$ cat src/rtl/enc_pkg.sv
// Shared types and sizing for the registered priority encoder.
// Latency: n/a (types and constants only).
// Backpressure: n/a. Optional error tracking is enabled by defining ONEHOT_CHECK_EN.
package enc_pkg;

    // Output buffer depth; the count-based state machine is built for exactly two entries.
    localparam int ENC_BUF_DEPTH = 2;

    // Width of the saturating multi-hot counter.
    localparam int ERR_CNT_W = 8;

    // Widest index a buffer entry can hold (covers N up to 256).
    localparam int ENC_IDX_W_MAX = 8;

    // Buffer occupancy; the encoding equals the number of stored results.
    typedef enum logic [1:0] {
        ST_EMPTY = 2'd0,
        ST_ONE   = 2'd1,
        ST_TWO   = 2'd2
    } enc_state_e;

    // One buffered result. The index is stored zero-extended and cut back to W at the output.
    typedef struct packed {
        logic [ENC_IDX_W_MAX-1:0] o;
        logic                     o_any;
`ifdef ONEHOT_CHECK_EN
        logic                     err;
`endif
    } enc_entry_t;

    // Saturating increment for the multi-hot counter.
    function automatic logic [ERR_CNT_W-1:0] sat_inc(input logic [ERR_CNT_W-1:0] cnt);
        return (cnt == {ERR_CNT_W{1'b1}}) ? cnt : cnt + ERR_CNT_W'(1);
    endfunction

endpackage

$ cat src/rtl/encoder_prio_comb.sv
// Combinational priority encoder: index of lowest set bit, any-set flag, optional multi-hot flag.
// Latency: 0 cycles (pure combinational).
// Backpressure: none; the caller decides when the result is captured.
module encoder_prio_comb #(
    parameter  int N = 4,
    localparam int W = $clog2(N)
) (
    input  logic [N-1:0] d,
    output logic [W-1:0] o,
    output logic         o_any
`ifdef ONEHOT_CHECK_EN
    ,
    output logic         multi
`endif
);

    // Scan from the top down so the lowest set bit is the last one written and wins.
    always_comb begin
        o     = '0;
        o_any = 1'b0;
        for (int i = N - 1; i >= 0; i--) begin
            if (d[i]) begin
                o     = W'(i);
                o_any = 1'b1;
            end
        end
    end

`ifdef ONEHOT_CHECK_EN
    // Clearing the lowest set bit leaves something only if more than one bit was set.
    always_comb begin
        multi = |(d & (d - N'(1)));
    end
`endif

endmodule

$ cat src/rtl/encoder_4x2_reg.sv
// Registered priority encoder with a 2-entry FIFO output buffer (define ONEHOT_CHECK_EN for err/err_cnt).
// Latency: result on out_valid the cycle after accept.
// Backpressure: in_ready is derived from registered occupancy only; drops low when both entries are held.
module encoder_4x2_reg
    import enc_pkg::*;
#(
    parameter  int N = 4,
    localparam int W = $clog2(N)
) (
    input  logic                 clk,
    input  logic                 rst,
    input  logic [N-1:0]         d,
    input  logic                 in_valid,
    output logic                 in_ready,
    output logic [W-1:0]         o,
    output logic                 o_any,
    output logic                 out_valid,
    input  logic                 out_ready
`ifdef ONEHOT_CHECK_EN
    ,
    output logic                 err,
    output logic [ERR_CNT_W-1:0] err_cnt
`endif
);

    enc_state_e state_q;
    enc_state_e state_nxt;
    logic       wptr_q;
    logic       rptr_q;
    enc_entry_t mem_q [ENC_BUF_DEPTH];
    enc_entry_t entry_new;
    enc_entry_t head;
    logic       accept;
    logic       deliver;
    logic [W-1:0] enc_o;
    logic         enc_any;
`ifdef ONEHOT_CHECK_EN
    logic                 enc_multi;
    logic [ERR_CNT_W-1:0] err_cnt_q;
`endif

    encoder_prio_comb #(.N(N)) u_prio (
        .d     (d),
        .o     (enc_o),
        .o_any (enc_any)
`ifdef ONEHOT_CHECK_EN
        ,
        .multi (enc_multi)
`endif
    );

    // Occupancy state register.
    always_ff @(posedge clk) begin
        if (rst) begin
            state_q <= ST_EMPTY;
        end else begin
            state_q <= state_nxt;
        end
    end

    // Next occupancy: accept adds one, deliver removes one, both together leave it unchanged.
    always_comb begin
        state_nxt = state_q;
        unique case (state_q)
            ST_EMPTY: if (accept) state_nxt = ST_ONE;
            ST_ONE: begin
                if (accept && !deliver)      state_nxt = ST_TWO;
                else if (deliver && !accept) state_nxt = ST_EMPTY;
            end
            ST_TWO:   if (deliver) state_nxt = ST_ONE;
            default:  state_nxt = ST_EMPTY;
        endcase
    end

    // Handshake outputs depend only on registered state, so out_ready never reaches in_ready.
    always_comb begin
        in_ready  = (state_q != ST_TWO);
        out_valid = (state_q != ST_EMPTY);
        accept    = in_valid && in_ready;
        deliver   = out_valid && out_ready;
    end

    // Pack the encoder result into a buffer entry.
    always_comb begin
        entry_new       = '0;
        entry_new.o     = ENC_IDX_W_MAX'(enc_o);
        entry_new.o_any = enc_any;
`ifdef ONEHOT_CHECK_EN
        entry_new.err   = enc_multi;
`endif
    end

    // Buffer storage and 1-bit pointers; pointers toggle, which wraps 1 back to 0.
    always_ff @(posedge clk) begin
        if (rst) begin
            wptr_q <= 1'b0;
            rptr_q <= 1'b0;
            for (int i = 0; i < ENC_BUF_DEPTH; i++) begin
                mem_q[i] <= '0;
            end
        end else begin
            if (accept) begin
                mem_q[wptr_q] <= entry_new;
                wptr_q        <= ~wptr_q;
            end
            if (deliver) begin
                rptr_q <= ~rptr_q;
            end
        end
    end

    // Head of the buffer drives the output; it only moves on deliver, so it is stable under stall.
    always_comb begin
        head  = mem_q[rptr_q];
        o     = W'(head.o);
        o_any = head.o_any;
    end

`ifdef ONEHOT_CHECK_EN
    // Count multi-hot requests at accept; saturates and only reset clears it.
    always_ff @(posedge clk) begin
        if (rst) begin
            err_cnt_q <= '0;
        end else if (accept && enc_multi) begin
            err_cnt_q <= sat_inc(err_cnt_q);
        end
    end

    // The per-entry error flag is only meaningful alongside a valid result.
    always_comb begin
        err     = out_valid && head.err;
        err_cnt = err_cnt_q;
    end
`endif

endmodule

$ cat config.mk
export PLATFORM = sky130hd
export DESIGN_NAME = encoder_4x2_reg
export DESIGN_NICKNAME = d
export VERILOG_FILES = /design/src/rtl/enc_pkg.sv /design/src/rtl/encoder_prio_comb.sv /design/src/rtl/encoder_4x2_reg.sv
export SDC_FILE = /design/constraint.sdc
export NUM_CORES = 1
export LEC_CHECK = 0
export CORE_AREA = 2 2 39 41
export DETAILED_ROUTE_END_ITERATION = 10
export DIE_AREA = 0 0 41 43
export HOLD_SLACK_MARGIN = 0.12
export PLACE_DENSITY = 0.69
export SYNTH_ARGS = -nofsm -noshare
export SYNTH_HDL_FRONTEND = slang
export SYNTH_SLANG_ARGS = --single-unit
$ cat constraint.sdc
create_clock -name clk -period 2.98 [get_ports clk]
set_input_delay 0.447 -clock clk [delete_from_list [all_inputs] [get_ports clk]]
set_output_delay 0.447 -clock clk [all_outputs]
set_load 0.01 [all_outputs]
==> results of run 1 <==
## placed cells by master (no fill, tap or decap), types with 2 or more instances in the layout
| cell | netlist | final |
|---|---|---|
| a21oi_1 | 2 | 2 |
| clkbuf_4 | 0 | 3 |
| dfxtp_1 | 5 | 5 |
| mux2_2 | 3 | 3 |
| nand2b_1 | 2 | 2 |
| edfxtp_1 | 6 | 6 |
| nor3_1 | 3 | 3 |
| clkdlybuf4s50_1 | 0 | 12 |
| nor2_1 | 6 | 6 |
## power breakdown
group | internal, mW | leakage (nW) | total (mW) | switching (mW)
clock | 0.0516 | 0.0150 | 0.0952 | 0.0436
combinational | 0.0355 | 0.121 | 0.0584 | 0.0229
sequential | 0.172 | 0.105 | 0.178 | 0.00637
## metrics by stage
stage	power [mW]	area (µm²)	worst slack, ns	std cells
2_1_floorplan	0.211	508	1.80	45
3_3_place_gp	0.240	644	1.17	72
3_5_place_dp	0.241	644	1.15	72
4_1_cts	0.336	671	1.06	76
5_1_grt	0.351	671	0.990	76
6_report	0.332	671	1.08	76
## cell families after synthesis
family,count (synthesis)
and+or+nand+nor,20
DFF,11
AOI/OAI and AO/OA,8
muxes,4
xor gates and xnor gates,1
buffers and inverters,1
## area by class of cell
class | count | area, µm²
clock buffer | 4 | 26.3
fill | 137 | 713
multi-input combinational | 33 | 224
sequential | 11 | 280
tap | 16 | 20.0
timing repair buffer | 12 | 120
## registers in the layout, summed over array words and instances (netlist names), named ones only
name	count
rptr_q	1
mem_q	6
wptr_q	1
state_q	2
## how the worst min path moves through the flow
stage                              startpoint                   to  slack [ns]  depth (start not counted)
final                     rptr_q$_SDFFE_PP0P_            flip-flop        0.51                          2
after global routing      rptr_q$_SDFFE_PP0P_  rptr_q$_SDFFE_PP0P_        0.54                          2
after CTS                 rptr_q$_SDFFE_PP0P_            flip-flop        0.51                          2
after detailed placement  rptr_q$_SDFFE_PP0P_            flip-flop        0.49                          2
after global placement    rptr_q$_SDFFE_PP0P_  rptr_q$_SDFFE_PP0P_        0.50                          2
after floorplan           rptr_q$_SDFFE_PP0P_            flip-flop        0.47                          2
## critical path, delay by kind of cell, from the launching register on
family,cells,cell delay (ns)
buffers and inverters,1,0.47
flip-flops,1,0.38
multiplexers,1,0.35
## routing by layer
| metal | vias to the layer above | global-route usage [%] | part of all wire [%] |
|---|---|---|---|
| li1 | 197 | - | - |
| met1 | 158 | 14.2 | 49 |
| met2 | 8 | 16.3 | 46 |
| met3 | 0 | 1.57 | 5.2 |
| met4 | 0 | 8.00 | 0 |
| met5 | - | 0 | 0 |
==> impl_metrics.tcl, run 1 <==
set metrics [dict create \
    outcome "completed" \
    startpoint_type "flip-flop" \
    synth-xor-area-share_pct 1.72 \
    coreArea_mm2 0.00138 \
    power_density_mw_per_mm2 495 \
    synthesis.nets 53 \
    clk_pin_slew_ns 0.06 \
    fin_hold_ws_ns 0.511 \
    p_leak_nw 0.241 \
    synth_fa_ha_area_share_pct 0 \
    synth_top_family_by_area "simple AND/OR/NAND/NOR gates" \
    critPathSlowestCell "clkdlybuf4s50_1" \
    drv_slew 0 \
    clock-root-buffer "clkbuf_4" \
    peakVddDrop_mv 0.188 \
    netlist.area_leader.share_pct 35.5 \
    grt_max_degree 13 \
    post-cts-setup-buffers 0 \
    cp-end-kind "output pin" \
    rsz0062_at_grt "false" \
    post_cts_resized 0 \
    io_pins 13 \
    grt_pass1_wl_um 1320 \
    arrival_ns 1.45 \
    netlist_instances 45 \
    antenna_found_initial 0 \
    synthMuxAreaShare_pct 8.62 \
    clkLatencyLatePin_ns 0.25 \
    ff2ff_path_depth 3 \
    synth.area.top_cells "edfxtp_1 (35%), dfxtp_1 (20%), mux2_2 (6.7%), nor2_1 (4.4%), nor3_1 (3.0%)" \
    io_buffers 12 \
    setup_viol 0 \
    max_cap_viol_count 0 \
    period_minus_slack_ns 1.90 \
    die_y_um 43 \
    ant_nets 0 \
    setup_tns_ns 0 \
    synth_compound_area_share_pct 10.3 \
    drt_first_pass_iters 2 \
    synth_commonest_cells "edfxtp_1 (6), nor2_1 (6), dfxtp_1 (5)" \
    num_rows 14 \
    hold_viol_final 0 \
    dieWidth_um 41 \
    ys_seq_area_share_pct 55.2 \
    max_slew_margin_pct 74.5 \
    numCtsBuffers 3 \
    reg2reg_from "state_q[0]$_SDFFE_PP0P_" \
    grt_pass1_vias 344 \
    synth.distinct_cells 25 \
    grt_usage_pct 11.1 \
    r2r_slack_ns 1.76 \
    die-area_mm2 0.00176 \
    clk_path_buf_depth 2 \
    tightest_slew_ns 0.379 \
    vias 363 \
    overflow 0 \
    worstSetupPathType "reg -> out" \
    critPathMaxStageDelay_ns 0.47 \
    finalNetCount 69 \
    cts_hold_buffers 0 \
    num_antenna_cells 0 \
    syn_avg_cell_area_um2 11.3 \
    syn_to_final_growth_pct 32.0 \
    cp.required_ns 2.53 \
    yosys.area.top_type "edfxtp_1" \
    route.detailed.drc 0 \
    yosysWarnings 0 \
    wirelength_um 756 \
    dp_hpwl_um 599 \
    crit_path_cell_trace "mux2_2, clkdlybuf4s50_1" \
    fmax_mhz 527 \
    timing.final.crit_share_pct 63.7 \
    utilization_pct 48.5 \
    synthArstFlopShare_pct 0 \
    synth-seq-cells 11 \
    initial_utilization_pct 36.7 \
    cts_sinks 11 \
    skew_ns 0.000616 \
    wl_per_cell_um 9.95 \
    endpoint "o[0]" \
    r2r_end "mem_q[1][2]$_SDFFCE_PN0P_" \
    synth_simple_gate_area_share_pct 23.4 \
    cp_max_fo 3 \
    gp_routability_congestion 0.753 \
    hold_path.class "reg -> reg" \
    drt_iter0_drc 2 \
    synth_edf_count 6 \
    syn_area_um2 508 \
    vias_per_cell 4.78 \
    cts_tree "yes" \
    h-tree-depth 1 \
    synth_top_flop_cell "edfxtp_1" \
    drive_gt1_share_pct 15.0 \
]
Note: power is estimated with default switching activity, not from simulation.
==> run 2, diff against run 1 <==
==> constraint.sdc (replaced) <==
create_clock -name clk -period 1.96 [get_ports clk]
set_input_delay 0.294 -clock clk [delete_from_list [all_inputs] [get_ports clk]]
set_output_delay 0.294 -clock clk [all_outputs]
set_load 0.01 [all_outputs]
==> impl_metrics.tcl, run 2 (synthesis gave the netlist of run 1 again) <==
set metrics [dict create \
    route.detailed.drc 0 \
    post_cts_resized 0 \
    overflow 0 \
    finalNetCount 70 \
    peakVddDrop_mv 0.357 \
    max_slew_margin_pct 76.6 \
    utilization_pct 49.1 \
    period_minus_slack_ns 1.77 \
    coreArea_mm2 0.00138 \
    arrival_ns 1.47 \
    vias 391 \
    io_buffers 12 \
    gp_routability_congestion 0.668 \
    rsz0062_at_grt "false" \
    hold_viol_final 0 \
    clk_path_buf_depth 2 \
    die_y_um 43 \
    h-tree-depth 1 \
    outcome "completed" \
    worstSetupPathType "reg -> out" \
    cts_sinks 11 \
    cp_max_fo 3 \
    setup_tns_ns 0 \
    numCtsBuffers 3 \
    syn_to_final_growth_pct 33.7 \
    fin_ws_ns 0.192 \
    dp_hpwl_um 595 \
    place_inst 73 \
    io_pins 13 \
    ant_nets 0 \
    startpoint_type "flip-flop" \
    vias_per_cell 5.08 \
    cts_tree "yes" \
    design_power_total_mw 0.521 \
    hp-start "rptr_q$_SDFFE_PP0P_" \
    r2r_slack_ns 0.74 \
    grt_pass1_vias 308 \
    fin_cells 77 \
    clkLatencyLatePin_ns 0.28 \
    largest_registers "mem_q (6), state_q (2)" \
    fmax_mhz 566 \
    largest_reg_flops 6 \
    num_rows 14 \
    clock-root-buffer "clkbuf_4" \
    max_cap_viol_count 0 \
    power_density_mw_per_mm2 766 \
    r2r_end "mem_q[1][1]$_SDFFCE_PN0P_" \
    fin_area_um2 679 \
    top_register "mem_q" \
    initial_utilization_pct 36.7 \
    antenna_found_initial 0 \
    drv_slew 0 \
    drive_gt1_share_pct 18.0 \
    hold_path.class "reg -> reg" \
    drt_iter0_drc 4 \
    grt_usage_pct 10.8 \
    layout_commonest_cell "clkdlybuf4s50_1" \
    setup_viol 0 \
    hold_depth 2 \
    tightest_slew_ns 0.348 \
    grt_max_degree 12 \
    drt_first_pass_iters 3 \
    clk_pin_slew_ns 0.07 \
    ff2ff_path_depth 3 \
    cp-end-kind "output pin" \
    cp.required_ns 1.67 \
    die-area_mm2 0.00176 \
    wl_per_cell_um 10.2 \
    postPlaceCellArea_um2 652 \
    fin_hold_ws_ns 0.512 \
    dieWidth_um 41 \
    min_to "rptr_q$_SDFFE_PP0P_" \
    cts_hold_buffers 0 \
    final_cell_mix "clkdlybuf4s50_1 (12), nor2_1 (6), edfxtp_1 (6)" \
    timing.final.crit_share_pct 90.2 \
    reg2reg_from "state_q[0]$_SDFFE_PP0P_" \
    p_leak_nw 0.249 \
    skew_ns 0.00535 \
    dp_slack_ns 0.358 \
    grt_pass1_wl_um 1240 \
    num_antenna_cells 0 \
    post-cts-setup-buffers 0 \
    wirelength_um 789 \
]
run 2: cell count changes in the layout (fill, tap and decap cells not counted):
cell	before	now
clkbuf_1	1	0
clkinv_2	0	1
buf_4	0	1
run 2: how the worst max path moves through the flow:
stage                                       start                         to  slack (ns)
after floorplan           state_q[0]$_SDFFE_PP0P_  mem_q[1][0]$_SDFFCE_PN0P_        0.80
after global placement                   in_valid  mem_q[1][0]$_SDFFCE_PN0P_        0.40
after detailed placement                 in_valid  mem_q[1][0]$_SDFFCE_PN0P_        0.36
after CTS                               flip-flop                       o[1]        0.17
after global routing                    flip-flop                       o[1]        0.12
final                                   flip-flop                       o[1]        0.19
run 2: power breakdown:
group          total [mW]  internal [mW]  switching (mW)
Combinational      0.0911         0.0553          0.0358
Clock               0.159         0.0758          0.0833
Sequential          0.270          0.261         0.00945
Total               0.521          0.392           0.128
run 2: critical path: stages, from the launching register on:
cell             delay [ns]
dfxtp_1                0.38
mux2_2                 0.35
clkdlybuf4s50_1        0.47
run 2: layer usage:
layer / up-vias / wire length [µm] / track usage (%)
li1: 200 / - / -
met1: 177 / 368 / 14.2
met2: 11 / 348 / 13.4
met3: 3 / 42 / 4.71
met4: 0 / 29 / 8.00
met5: - / 0 / 0
run 2: layout make-up:
| type | count | area (µm²) |
|---|---|---|
| fillers | 138 | 704 |
| flip-flops and latches | 11 | 280 |
| multi-input cells | 33 | 224 |
| repair buffers | 13 | 128 |
| clock buffers | 3 | 22.5 |
| well taps | 16 | 20.0 |
| clock inverters | 1 | 5.00 |
